===== src/rtl/alu_ctrl_pkg.sv =====
// Shared definitions for the ALU sequencer: opcodes, ALU function codes,
// controller state encoding and the WAIT-state timeout limit.
package alu_ctrl_pkg;

  // Instruction opcodes (instr[15:12]); 0x9-0xE are illegal
  localparam logic [3:0] OP_MOVB = 4'h0;
  localparam logic [3:0] OP_ADD  = 4'h1;
  localparam logic [3:0] OP_SUB  = 4'h2;
  localparam logic [3:0] OP_AND  = 4'h3;
  localparam logic [3:0] OP_OR   = 4'h4;
  localparam logic [3:0] OP_SHL  = 4'h5;
  localparam logic [3:0] OP_SHR  = 4'h6;
  localparam logic [3:0] OP_CMP  = 4'h7;
  localparam logic [3:0] OP_BZ   = 4'h8;
  localparam logic [3:0] OP_NOP  = 4'hF;

  // Function codes presented on alu_func
  localparam logic [2:0] FN_MOVB = 3'b000;
  localparam logic [2:0] FN_ADD  = 3'b001;
  localparam logic [2:0] FN_SUB  = 3'b010;
  localparam logic [2:0] FN_AND  = 3'b011;
  localparam logic [2:0] FN_OR   = 3'b100;
  localparam logic [2:0] FN_SHL  = 3'b101;
  localparam logic [2:0] FN_SHR  = 3'b110;

  // Cycles spent in WAIT without alu_done before giving up
  localparam logic [3:0] TIMEOUT_LIMIT = 4'd15;

  typedef enum logic [2:0] {
    S_IDLE,
    S_READ,
    S_EXEC,
    S_WAIT,
    S_WB
  } state_t;

endpackage


===== src/rtl/alu_ctrl_dec.sv =====
// Opcode decoder for the ALU sequencer: purely combinational classification
// of the registered opcode.
module alu_ctrl_dec
  import alu_ctrl_pkg::*;
(
  input  logic [3:0] opcode,
  output logic [2:0] alu_func,
  output logic       writes_rd,
  output logic       sets_zero,
  output logic       is_branch,
  output logic       is_nop,
  output logic       is_illegal
);

  // Map opcode to ALU function and control attributes
  always_comb begin
    alu_func   = FN_MOVB;
    writes_rd  = 1'b0;
    sets_zero  = 1'b0;
    is_branch  = 1'b0;
    is_nop     = 1'b0;
    is_illegal = 1'b0;
    case (opcode)
      OP_MOVB: begin alu_func = FN_MOVB; writes_rd = 1'b1; end
      OP_ADD:  begin alu_func = FN_ADD;  writes_rd = 1'b1; end
      OP_SUB:  begin alu_func = FN_SUB;  writes_rd = 1'b1; sets_zero = 1'b1; end
      OP_AND:  begin alu_func = FN_AND;  writes_rd = 1'b1; end
      OP_OR:   begin alu_func = FN_OR;   writes_rd = 1'b1; end
      OP_SHL:  begin alu_func = FN_SHL;  writes_rd = 1'b1; end
      OP_SHR:  begin alu_func = FN_SHR;  writes_rd = 1'b1; end
      OP_CMP:  begin alu_func = FN_SUB;  sets_zero = 1'b1; end
      OP_BZ:   is_branch  = 1'b1;
      OP_NOP:  is_nop     = 1'b1;
      default: is_illegal = 1'b1;
    endcase
  end

endmodule


===== src/rtl/alu_ctrl.sv =====
// ALU sequencer: fetches one instruction, reads the register file, drives an
// external ALU through an en/done handshake and writes the result back.
// Optional feature: define ALU_CTRL_TIMEOUT_EN to abandon an ALU operation
// after 15 cycles in WAIT without alu_done (timeout pulse, no writeback).
module alu_ctrl
  import alu_ctrl_pkg::*;
(
  input  logic        clk,
  input  logic        rst,
  input  logic        instr_valid,
  output logic        instr_ready,
  input  logic [15:0] instr,
  output logic [3:0]  rf_ra,
  output logic [3:0]  rf_rb,
  input  logic [15:0] rf_a_data,
  input  logic [15:0] rf_b_data,
  output logic        alu_en,
  output logic [15:0] alu_a,
  output logic [15:0] alu_b,
  output logic [2:0]  alu_func,
  input  logic        alu_done,
  input  logic [15:0] alu_result,
  output logic        wb_en,
  output logic [3:0]  wb_addr,
  output logic [15:0] wb_data,
  output logic        br_valid,
  output logic [11:0] br_target,
  output logic        zero,
  output logic        illegal,
  output logic        timeout
);

  state_t      state_q, state_d;
  logic [3:0]  op_q;
  logic [3:0]  rd_q;
  logic [2:0]  dec_func;
  logic        dec_writes_rd;
  logic        dec_sets_zero;
  logic        dec_is_branch;
  logic        dec_is_nop;
  logic        dec_is_illegal;
  logic        wait_expired;

  alu_ctrl_dec u_dec (
    .opcode     (op_q),
    .alu_func   (dec_func),
    .writes_rd  (dec_writes_rd),
    .sets_zero  (dec_sets_zero),
    .is_branch  (dec_is_branch),
    .is_nop     (dec_is_nop),
    .is_illegal (dec_is_illegal)
  );

`ifdef ALU_CTRL_TIMEOUT_EN
  logic [3:0] wait_cnt;
  logic       timeout_q;

  assign wait_expired = (state_q == S_WAIT) && !alu_done &&
                        (wait_cnt == TIMEOUT_LIMIT - 4'd1);
  assign timeout      = timeout_q;

  // Count WAIT cycles without alu_done; pulse timeout on expiry
  always_ff @(posedge clk or posedge rst) begin
    if (rst) begin
      wait_cnt  <= '0;
      timeout_q <= 1'b0;
    end else begin
      timeout_q <= wait_expired;
      if (state_q != S_WAIT)
        wait_cnt <= '0;
      else if (!alu_done)
        wait_cnt <= wait_cnt + 4'd1;
    end
  end
`else
  assign wait_expired = 1'b0;
  assign timeout      = 1'b0;
`endif

  // State register, instruction fields and registered outputs
  always_ff @(posedge clk or posedge rst) begin
    if (rst) begin
      state_q   <= S_IDLE;
      op_q      <= '0;
      rd_q      <= '0;
      rf_ra     <= '0;
      rf_rb     <= '0;
      alu_a     <= '0;
      alu_b     <= '0;
      alu_func  <= FN_MOVB;
      wb_addr   <= '0;
      wb_data   <= '0;
      br_valid  <= 1'b0;
      br_target <= '0;
      zero      <= 1'b0;
      illegal   <= 1'b0;
    end else begin
      state_q  <= state_d;
      br_valid <= 1'b0;
      illegal  <= 1'b0;
      case (state_q)
        S_IDLE: begin
          if (instr_valid) begin
            op_q  <= instr[15:12];
            rd_q  <= instr[11:8];
            rf_ra <= instr[7:4];
            rf_rb <= instr[3:0];
          end
        end
        S_READ: begin
          // Branch target is the low 12 instruction bits, kept split across
          // rd/ra/rb so no separate copy of the instruction is needed
          if (dec_is_branch) begin
            if (zero) begin
              br_valid  <= 1'b1;
              br_target <= {rd_q, rf_ra, rf_rb};
            end
          end else if (dec_is_illegal) begin
            illegal <= 1'b1;
          end else if (!dec_is_nop) begin
            alu_a    <= rf_a_data;
            alu_b    <= rf_b_data;
            alu_func <= dec_func;
          end
        end
        S_WAIT: begin
          if (alu_done) begin
            if (dec_sets_zero)
              zero <= (alu_result == 16'h0000);
            if (dec_writes_rd) begin
              wb_addr <= rd_q;
              wb_data <= alu_result;
            end
          end
        end
        default: ;
      endcase
    end
  end

  // Next-state logic and state-decoded strobes
  always_comb begin
    state_d     = state_q;
    instr_ready = 1'b0;
    alu_en      = 1'b0;
    wb_en       = 1'b0;
    case (state_q)
      S_IDLE: begin
        instr_ready = !rst;
        if (instr_valid)
          state_d = S_READ;
      end
      S_READ: begin
        if (dec_is_branch || dec_is_illegal || dec_is_nop)
          state_d = S_IDLE;
        else
          state_d = S_EXEC;
      end
      S_EXEC: begin
        alu_en  = 1'b1;
        state_d = S_WAIT;
      end
      S_WAIT: begin
        if (alu_done)
          state_d = dec_writes_rd ? S_WB : S_IDLE;
        else if (wait_expired)
          state_d = S_IDLE;
      end
      S_WB: begin
        wb_en   = 1'b1;
        state_d = S_IDLE;
      end
      default: state_d = S_IDLE;
    endcase
  end

endmodule


===== config.mk =====
export PLATFORM = sky130hd
export DESIGN_NAME = alu_ctrl
export DESIGN_NICKNAME = d
export VERILOG_FILES = /design/src/rtl/alu_ctrl_pkg.sv /design/src/rtl/alu_ctrl_dec.sv /design/src/rtl/alu_ctrl.sv
export SDC_FILE = /design/constraint.sdc
export NUM_CORES = 1
export LEC_CHECK = 0
export CAP_MARGIN = 10
export CORE_AREA = 2 2 100 102
export DETAILED_ROUTE_END_ITERATION = 8
export DIE_AREA = 0 0 102 104
export GPL_ROUTABILITY_DRIVEN = 0
export PLACE_DENSITY = 0.75
export REMOVE_ABC_BUFFERS = 1
export SLEW_MARGIN = 20
export SYNTH_ARGS = -nofsm -noshare
export SYNTH_HDL_FRONTEND = slang
export SYNTH_HIERARCHICAL = 1
export SYNTH_SLANG_ARGS = --single-unit

===== constraint.sdc =====
create_clock -name clk -period 3 [get_ports clk]
set_clock_uncertainty 0.1 [all_clocks]
set_input_delay 0.45 -clock clk [delete_from_list [all_inputs] [get_ports clk]]
set_output_delay 0.45 -clock clk [all_outputs]
set_load 0.02 [all_outputs]

==> results of run 1 <==
-- final timing paths --
check | from | end | slack (ns) | cells past startpoint
max | state_q[0] | instr_ready | 0.56 | 2
min | rst | state_q[2] | 0.40 | 2
max reg2reg | op_q[1] | alu_b[14] | 0.68 | 5
min reg2reg | alu_a[0] | alu_a[0] | 0.41 | 1
max in group asynchronous | rst | alu_b[15] | 1.63 | 3
min in group clk | alu_a[0] | alu_a[0] | 0.41 | 1
-- cells by family after synthesis --
logic type | after synthesis
buffers and inverters | 16
XOR/XNOR | 1
AO/OA/AOI/OAI | 3
AND/OR/NAND/NOR | 32
flip-flops | 89
multiplexers | 84
other | 1
-- flip-flops by register name, summed over array words and instances, names as in the netlist --
signal,count
wb_addr,4
alu_func,3
zero,1
br_valid,1
op_q,4
wb_data,16
rd_q,4
state_q,3
alu_a,16
rf_rb,4
illegal,1
rf_ra,4
alu_b,16
br_target,12
-- critical path, cell delays in order, from the launching register on --
cell and delay (ns):
dfrtp_1 0.54, nor4_1 0.33, clkdlybuf4s50_1 0.67
-- through the flow --
stage	power (µW)	cells
after floorplan	3900	214
after global placement	5230	499
after detailed placement	5320	499
after CTS	6330	515
after global routing	6590	515
final	6240	515
-- cell type report --
class                   count  area (µm²)
fillers                   796        4050
well taps                 133         166
inverters                   4        16.3
repair buffers            152        1520
flip-flops and latches     89        2230
clock buffers              10         138
multi-input cells         121        1330
clock inverters             6         105
-- routing by layer --
layer  wire, µm  vias up  GRT usage [%]
li1           -     1098              -
met1       3350     1191           19.6
met3        563        7           3.90
met4         70        0           6.29
met2       4190       96           26.6
met5          0        -              0
-- cells in the final DEF, fill, tap and decap left out, types with 2 or more instances in the layout --
master           netlist  final
clkdlybuf4s50_1        0    148
dfrtp_1               89     89
mux2_2                55     55
mux2_4                28     28
clkbuf_8               0     10
nand2_1                5      5
nor4_1                 5      5
clkinv_2               0      4
inv_1                  4      3
bufinv_16              0      3
buf_4                  3      3
nor2_1                 2      2
and2b_1                2      2
nand4_1                2      2
and3_1                 2      2
-- power groups by stage --
stage / sequential [µW] / combinational, µW / clock (µW)
6_report: 2180 / 3070 / 987
5_1_grt: 2270 / 3250 / 1070
4_1_cts: 2190 / 3120 / 1020
3_5_place_dp: 2210 / 3110 / 0
3_3_place_gp: 2180 / 3050 / 0
2_1_floorplan: 2770 / 1130 / 0
==> metrics.yaml, run 1 <==
die:
  coreArea_um2: 9550
  dieWidth_um: 102
  die_y_um: 104
  boundaryPins: 150
  die_area_um2: 10600
  start_util_pct: 38.4
  num_rows: 36
finish:
  drive_gt1_share_pct: 29.1
  stdcell_area_um2: 5500
  diodes: 0
  area_delta_synth_final_pct: 50.2
  fin_util_pct: 57.6
  nets: 445
synthesis:
  synth_fa_ha_area_share_pct: 0
  async_flop_share_pct: 100
  synth_top_area_share_pct: 60.8
  synthMuxAreaShare_pct: 28.6
  ys_ff_latch: 89
  post-synth-top-area-cell: "dfrtp_1"
  yosysSeqAreaShare_pct: 60.8
  synth_ff_type: "dfrtp_1"
  synth_top_family_by_area: "multiplexers"
  avgSynthCellArea_um2: 16.2
  yosys.area_share.simple_pct: 6.73
  syn_area_um2: 3660
  synth_compound_area_share_pct: 0.512
  synthTopCellsByArea: "dfrtp_1, mux2_2, mux2_4"
  synth_enable_flop_cells: 0
  yosys.cell_types.count: 34
  synthMostInstantiatedCell: "dfrtp_1"
  synth-xor-area-share_pct: 0.239
  syn-instance-count: 226
  synth_warnings: 6
  yosys-top-cells-count: "dfrtp_1, mux2_2, mux2_4, nand2_1, nor4_1"
sta:
  post-route-period-util_pct: 81.2
  drv_slew: 0
  worst_slack_ns: 0.564
  fin_hold_ws_ns: 0.400
  worstMarginPinSlew_ns: 0.664
  min_period_ns: 2.44
  slew_headroom_pct: 55.7
  setup_violations: 0
  hold_viol: 0
  fin_setup_tns_ns: 0
  fmax_ghz: 0.411
  rsz0062_at_grt: "no"
cts:
  cts_resized: 0
  cts_buffers: 9
  insertion_delay_ns: 0.35
  cts_tree: "done"
  h-tree-depth: 3
  clockRootBuffer: "clkbuf_8"
  ctsHoldBuffers: 0
  cts_sinks: 89
  clock_path_buffers: 2
  clkTransAtPathRegs_ns: 0.09
  cts_setup_buffers: 0
route:
  drtIter0Drc: 48
  vias: 2392
  wl_per_cell_um: 15.9
  drc: 0
  routed_wl_um: 8170
  ant_nets: 0
  drt_pass1_iterations: 4
  vias_per_cell: 4.64
power_and_ir_drop:
  internal_power_uw: 4100
  netSwitchingFraction_pct: 34.3
  p_leak_uw: 0.00240
  power_density_nw_per_um2: 1130
  irDropWorstVdd_v: 0.000458
  power_frac_comb_pct: 49.2
  pwr-share-seq_pct: 35.0
  p_clk_share_pct: 15.8
  switchingPower_uw: 2140
placement:
  place_hpwl_um: 6000
  dpl_cell_area_um2: 5260
  dpl_worst_slack_ns: 0.549
  port_buffers: 148
grt:
  grt_max_degree: 37
  grt_pass1_wl_um: 13200
  grt.overflow.total: 0
  antenna_found_initial: 0
  grtUsageTotal_pct: 16.0
  first_global_vias: 2604
worst_hold_path:
  hp-class: "in2async"
setup_path:
  critical_path_class: "reg2out"
  start_kind: "flip-flop"
  cp.arrival_ns: 1.89
  endpoint_kind: "output pin"
  worstPathRequired_ns: 2.45
  crit_path_max_fanout: 11
status:
  status: "finished, final reports clean"
job:
  maxCapViolCount: 0
Power figures use the tool's default switching activity.
==> run 2: changes to the inputs <==
- clock period: 3 -> 2.22 ns (I/O delays scaled with it)
==> run 2 against run 1 <==
Against the previous run:
- clock-buffer cell count did not move
- hold slack got worse by 0.13 ns
- design area rose by 0.82%
- core utilization rose by 0.47 points
- clock power rose by 22%
- register-to-register slack got worse by 0.43 ns
- sequential cell count did not move
==> metrics.yaml, run 2 (same netlist as run 1, synthesis figures left out) <==
status:
  status: "finished, final reports clean"  # unchanged
route:
  vias: 2398  # was 2392
  drt_pass1_iterations: 4  # unchanged
  vias_per_cell: 4.64  # about the same
  ant_nets: 0  # unchanged
  wl_per_cell_um: 15.4  # was 15.9 µm
  drtIter0Drc: 32  # was 48
  drc: 0  # unchanged
  routed_wl_um: 7970  # was 8170 µm
job:
  maxCapViolCount: 0  # unchanged
sta:
  worst_slack_ns: 0.111  # was 0.564 ns
  fin_hold_ws_ns: 0.270  # was 0.400 ns
  hold_viol: 0  # unchanged
  setup_violations: 0  # unchanged
  slew_headroom_pct: 63.9  # was 55.7%
  rsz0062_at_grt: "no"  # unchanged
  drv_slew: 0  # unchanged
  fmax_ghz: 0.474
  min_period_ns: 2.11
  worstMarginPinSlew_ns: 0.541  # was 0.664 ns
  post-route-period-util_pct: 95.0
  fin_setup_tns_ns: 0  # unchanged
setup_path:
  endpoint_kind: "output pin"  # unchanged
  worstPathRequired_ns: 1.79  # was 2.45 ns
  start_kind: "flip-flop"  # unchanged
  ff2ff_setup_slack_ns: 0.25  # was 0.68 ns
  crit_path_max_fanout: 6  # was 11
  critical_path_class: "reg2out"  # unchanged
  cpMaxStageDelayCell: "clkdlybuf4s50_1"  # unchanged
  r2r_end: "alu_a[13]"  # was alu_b[14]
  reg2reg_depth: 6  # was 5
  reg2reg_from: "op_q[0]"  # was op_q[1]
  crit_chain: "nor3b_1 -> clkdlybuf4s50_1"  # was nor4_1 -> clkdlybuf4s50_1
  cp_slowest_stage_delay_ns: 0.63  # was 0.67 ns
  crit_end: "wb_en"  # was instr_ready
  cp.arrival_ns: 1.68  # was 1.89 ns
  crit_start: "state_q[2]"  # was state_q[0]
placement:
  place_hpwl_um: 5850  # was 6000 µm
  dpl_cell_area_um2: 5330  # was 5260 µm²
  port_buffers: 148  # unchanged
  dpl_worst_slack_ns: 0.136  # was 0.549 ns
finish:
  layout_commonest_cell: "clkdlybuf4s50_1"  # unchanged
  largestRegisters: "alu_a: 16 flops, alu_b: 16 flops, wb_data: 16 flops"  # unchanged
  drive_gt1_share_pct: 29.4  # was 29.1%
  regArea_um2: 2230  # unchanged
  final_cell_mix: "clkdlybuf4s50_1, dfrtp_1, mux2_2"  # unchanged
  fillers: 797  # was 796
  diodes: 0  # unchanged
  multi_input_area_um2: 1330  # unchanged
  area_delta_synth_final_pct: 51.4  # was 50.2%
  nets: 448  # was 445
  stdcell_area_um2: 5550  # was 5500 µm²
power_and_ir_drop:
  switchingPower_uw: 2890  # was 2140 µW
  p_leak_uw: 0.00242  # was 0.00240 µW
  power_density_nw_per_um2: 1510  # was 1130 nW/µm²
  irDropWorstVdd_v: 0.000637  # was 0.000458 V
  internal_power_uw: 5500  # was 4100 µW
  netSwitchingFraction_pct: 34.5  # was 34.3%
  power_frac_comb_pct: 50.9  # was 49.2%
  p_clk_share_pct: 14.3  # was 15.8%
  pwr-share-seq_pct: 34.7  # was 35.0%
grt:
  grt_max_degree: 35  # was 37
  grtUsageTotal_pct: 15.3  # was 16.0%
  grt_pass1_wl_um: 12700  # was 13200 µm
  first_global_vias: 2512  # was 2604
  grt.overflow.total: 0  # unchanged
  antenna_found_initial: 0  # unchanged
die:
  die_y_um: 104  # unchanged
  num_rows: 36  # unchanged
  die_area_um2: 10600  # unchanged
  boundaryPins: 150  # unchanged
  coreArea_um2: 9550  # unchanged
  dieWidth_um: 102  # unchanged
  start_util_pct: 38.4  # unchanged
cts:
  cts_buffers: 9  # unchanged
  clockRootBuffer: "clkbuf_8"  # unchanged
  insertion_delay_ns: 0.35  # about the same
  cts_tree: "done"  # unchanged
  h-tree-depth: 3  # unchanged
  cts_resized: 2  # was 0
  cts_setup_buffers: 0  # unchanged
  cts_sinks: 89  # unchanged
  clkTransAtPathRegs_ns: 0.09  # about the same
  clock_path_buffers: 2  # unchanged
  ctsHoldBuffers: 0  # unchanged
worst_hold_path:
  hp-class: "in2async"  # unchanged
[run 2: cell count changes in the layout (fill, tap and decap cells not counted), moves of 2 or more]
cell and delta:
clkinvlp_4 +2, clkdlybuf4s50_1 -2, clkinv_2 -2, dlygate4sd2_1 +2, buf_12 +4
[run 2: layer usage]
layer	wire length [µm]	up-vias	global-route usage (%)	part of all wire, %
met2	3940	93	24.7	49
met4	87	0	5.33	1.1
met3	589	9	4.70	7.4
met1	3350	1193	19.4	42
met5	0	-	0	0
li1	-	1103	-	-
[run 2: area by class of cell]
type | instances | area share [%]
multi-input cells | 121 | 23.9
clock inverters | 5 | 1.44
repair buffers | 155 | 28.7
well taps | 133 | 3.00
clock buffers | 10 | 2.48
flip-flops and latches | 89 | 40.1
inverters | 4 | 0.293
[run 2: how the worst min path moves through the flow]
stage                 end  slack (ns)  depth (start not counted)
6_report        alu_b[15]        0.27                          2
5_1_grt         alu_b[15]        0.30                          2
4_1_cts         alu_b[15]        0.28                          2
3_5_place_dp     alu_a[6]        0.39                          1
3_3_place_gp    alu_a[11]        0.39                          1
2_1_floorplan  wb_data[0]        0.38                          1
[run 2: stage by stage]
step / utilization [%] / instances / total power, µW
6_report: 58.1 / 517 / 8390
5_1_grt: 58.1 / 517 / 8870
4_1_cts: 58.1 / 517 / 8510
3_5_place_dp: 55.9 / 502 / 7280
3_3_place_gp: 55.9 / 502 / 7160
2_1_floorplan: - / 214 / 5270
[run 2: power by group through the flow]
stage	Clock, µW	Combinational (µW)	Sequential [µW]
6_report	1200	4270	2920
5_1_grt	1320	4520	3030
4_1_cts	1250	4330	2930
3_5_place_dp	0	4330	2950
3_3_place_gp	0	4260	2910
2_1_floorplan	0	1530	3740
[run 2: worst max-delay path: cells and delay by family, from the launching register on]
| family | cells | cell delay [ns] |
|---|---|---|
| buffers and inverters | 1 | 0.63 |
| flip-flops | 1 | 0.49 |
| AND/OR/NAND/NOR | 1 | 0.21 |
==> run 3: changes to the inputs <==
- CORE_AREA: 2 2 100 102 -> 2 2 96 98
- DIE_AREA: 0 0 102 104 -> 0 0 98 100
- PLACE_DENSITY: 0.75 -> 0.77
- clock period: 2.22 -> 2.3 ns (I/O delays scaled with it)
==> run 3 against run 2 <==
Against the previous run:
- sequential share of layout area up 0.50 points
- clock power shrank 12%
- die area down 7.6%
- final cell count down 4.3%
- hold slack worse by 0.021 ns
- combinational power fell by 4%
- largest cell class unchanged
- sequential cell count unchanged
- critical path type unchanged
- highest routed layer unchanged
- wire length down 1.9%
- via count is 0.29% higher
- core utilization is 3.6 points higher
- register-to-register slack better by 0.05 ns
- critical endpoint unchanged
- worst setup slack improved by 0.083 ns
==> metrics.yaml, run 3 (same netlist as run 1, synthesis figures left out) <==
cts:
  clkTransAtPathRegs_ns: 0.09  # about the same
  cts_setup_buffers: 0  # unchanged
  cts_tree: "done"  # unchanged
  insertion_delay_ns: 0.34  # was 0.35 ns
  clock_path_buffers: 2  # unchanged
  h-tree-depth: 3  # unchanged
  cts_buffers: 9  # unchanged
  clockRootBuffer: "clkbuf_8"  # unchanged
  cts_sinks: 89  # unchanged
status:
  status: "finished, final reports clean"  # unchanged
route:
  drc: 0  # unchanged
  vias_per_cell: 4.86  # was 4.64
  drt_pass1_iterations: 4  # unchanged
  vias: 2405  # was 2398
  ant_nets: 0  # unchanged
  drtIter0Drc: 69  # was 32
  routed_wl_um: 7820  # was 7970 µm
  wl_per_cell_um: 15.8  # was 15.4 µm
worst_hold_path:
  hp-class: "in2async"  # unchanged
sta:
  rsz0062_at_grt: "no"  # unchanged
  hold_viol: 0  # unchanged
  setup_violations: 0  # unchanged
  drv_slew: 0  # unchanged
  post-route-period-util_pct: 91.6
  fmax_ghz: 0.475
  min_period_ns: 2.11
die:
  start_util_pct: 41.2  # was 38.4%
  die_y_um: 100  # was 104 µm
  boundaryPins: 150  # unchanged
  coreArea_um2: 8890  # was 9550 µm²
  die_area_um2: 9800  # was 10600 µm²
  dieWidth_um: 98  # was 102 µm
  num_rows: 35  # was 36
finish:
  fin_util_pct: 61.7  # was 58.1%
  diodes: 0  # unchanged
  drive_gt1_share_pct: 29.4  # unchanged
  largestRegisters: "alu_a: 16 flops, alu_b: 16 flops, wb_data: 16 flops"  # unchanged
  layout_commonest_cell: "clkdlybuf4s50_1"  # unchanged
  final_cell_mix: "clkdlybuf4s50_1, dfrtp_1, mux2_2"  # unchanged
  layout.cells.non_filler: 495  # was 517
  nets: 447  # was 448
  fillers: 733  # was 797
  area_delta_synth_final_pct: 49.6  # was 51.4%
grt:
  grt.overflow.total: 0  # unchanged
  antenna_found_initial: 0  # unchanged
  first_global_vias: 2540  # was 2512
  grt_max_degree: 44  # was 35
  grt_pass1_wl_um: 12900  # was 12700 µm
  grtUsageTotal_pct: 16.5  # was 15.3%
placement:
  place_hpwl_um: 5680  # was 5850 µm
  port_buffers: 148  # unchanged
  place_inst: 479  # was 502
power_and_ir_drop:
  internal_power_uw: 5160  # was 5500 µW
  switchingPower_uw: 2800  # was 2890 µW
  netSwitchingFraction_pct: 35.2  # was 34.5%
  power_frac_comb_pct: 51.3  # was 50.9%
  p_leak_uw: 0.00241  # was 0.00242 µW
  p_clk_share_pct: 13.3  # was 14.3%
  power_density_nw_per_um2: 1450  # was 1510 nW/µm²
  irDropWorstVdd_v: 0.000625  # was 0.000637 V
  pwr-share-seq_pct: 35.4  # was 34.7%
setup_path:
  cp.arrival_ns: 1.66  # was 1.68 ns
  critical_path_class: "reg2out"  # unchanged
  endpoint_kind: "output pin"  # unchanged
  start_kind: "flip-flop"  # unchanged
  worstPathRequired_ns: 1.86  # was 1.79 ns
  crit_path_max_fanout: 6  # unchanged
job:
  maxCapViolCount: 0  # unchanged
-- run 3: cell count changes in the layout (fill, tap and decap cells not counted), sizes merged --
cell / delta
buf: -1
clkinv: +1
dlymetal6s2s: +1
bufinv: -1
inv: +1
dlygate4sd2: -1
-- run 3: power groups by stage --
stage	clock [µW]	sequential [µW]	combinational (µW)
3_5_place_dp	0	2850	4140
4_1_cts	1110	2830	4140
2_1_floorplan	0	3610	1480
6_report	1060	2820	4080
3_3_place_gp	0	2810	4060
5_1_grt	1170	2940	4310
-- run 3: final timing paths --
| check | start | to | slack [ns] | cells past startpoint |
|---|---|---|---|---|
| worst max-delay path | state_q[2] | wb_en | 0.19 | 2 |
| worst min-delay path | rst | wb_data[11] | 0.25 | 2 |
| worst max register to register | op_q[0] | alu_b[11] | 0.30 | 6 |
| worst min register to register | alu_b[10] | alu_b[10] | 0.41 | 1 |
| max in group asynchronous | rst | rd_q[1] | 1.31 | 3 |
| min in group clk | alu_b[10] | alu_b[10] | 0.41 | 1 |
-- run 3: routing by layer --
| metal | wire length [µm] | up-vias | track usage, % |
|---|---|---|---|
| li1 | - | 1100 | - |
| met1 | 3290 | 1210 | 20.8 |
| met2 | 3950 | 86 | 27.9 |
| met3 | 502 | 9 | 4.04 |
| met4 | 79 | 0 | 5.98 |
| met5 | 0 | - | 0 |
-- run 3: per-stage QoR --
step           setup TNS (ns)  power, µW  setup WS, ns  cell area, µm²  hold slack, ns
4_1_cts                     0       8080        0.0686            5480           0.220
3_5_place_dp                0       6980         0.227            5290           0.391
2_1_floorplan          -40.22       5090        -0.452            3570           0.394
5_1_grt                     0       8420        0.0916            5480           0.253
3_3_place_gp                0       6870         0.242            5290           0.385
6_report                    0       7960         0.194            5480           0.250
-- run 3: final cells by class --
cell class | instances | area, µm² | area share [%]
Clock inverter | 6 | 67.6 | 1.23
Sequential cell | 89 | 2230 | 40.6
Tap cell | 111 | 139 | 2.53
Multi-Input combinational cell | 121 | 1330 | 24.2
Timing Repair Buffer | 154 | 1580 | 28.8
Clock buffer | 10 | 128 | 2.33
Inverter | 4 | 16.3 | 0.297
-- run 3: what timing repair did --
item                       4_1_cts  5_1_grt
hold buffers                     0        0
setup endpoints to repair        1        1
gates resized for setup          2        1
gates cloned                     0        0
-- run 3: worst max-delay path, stage by stage, from the launching register on --
cell and delay, ns:
dfrtp_1 0.49, nor3b_1 0.21, clkdlybuf4s50_1 0.62
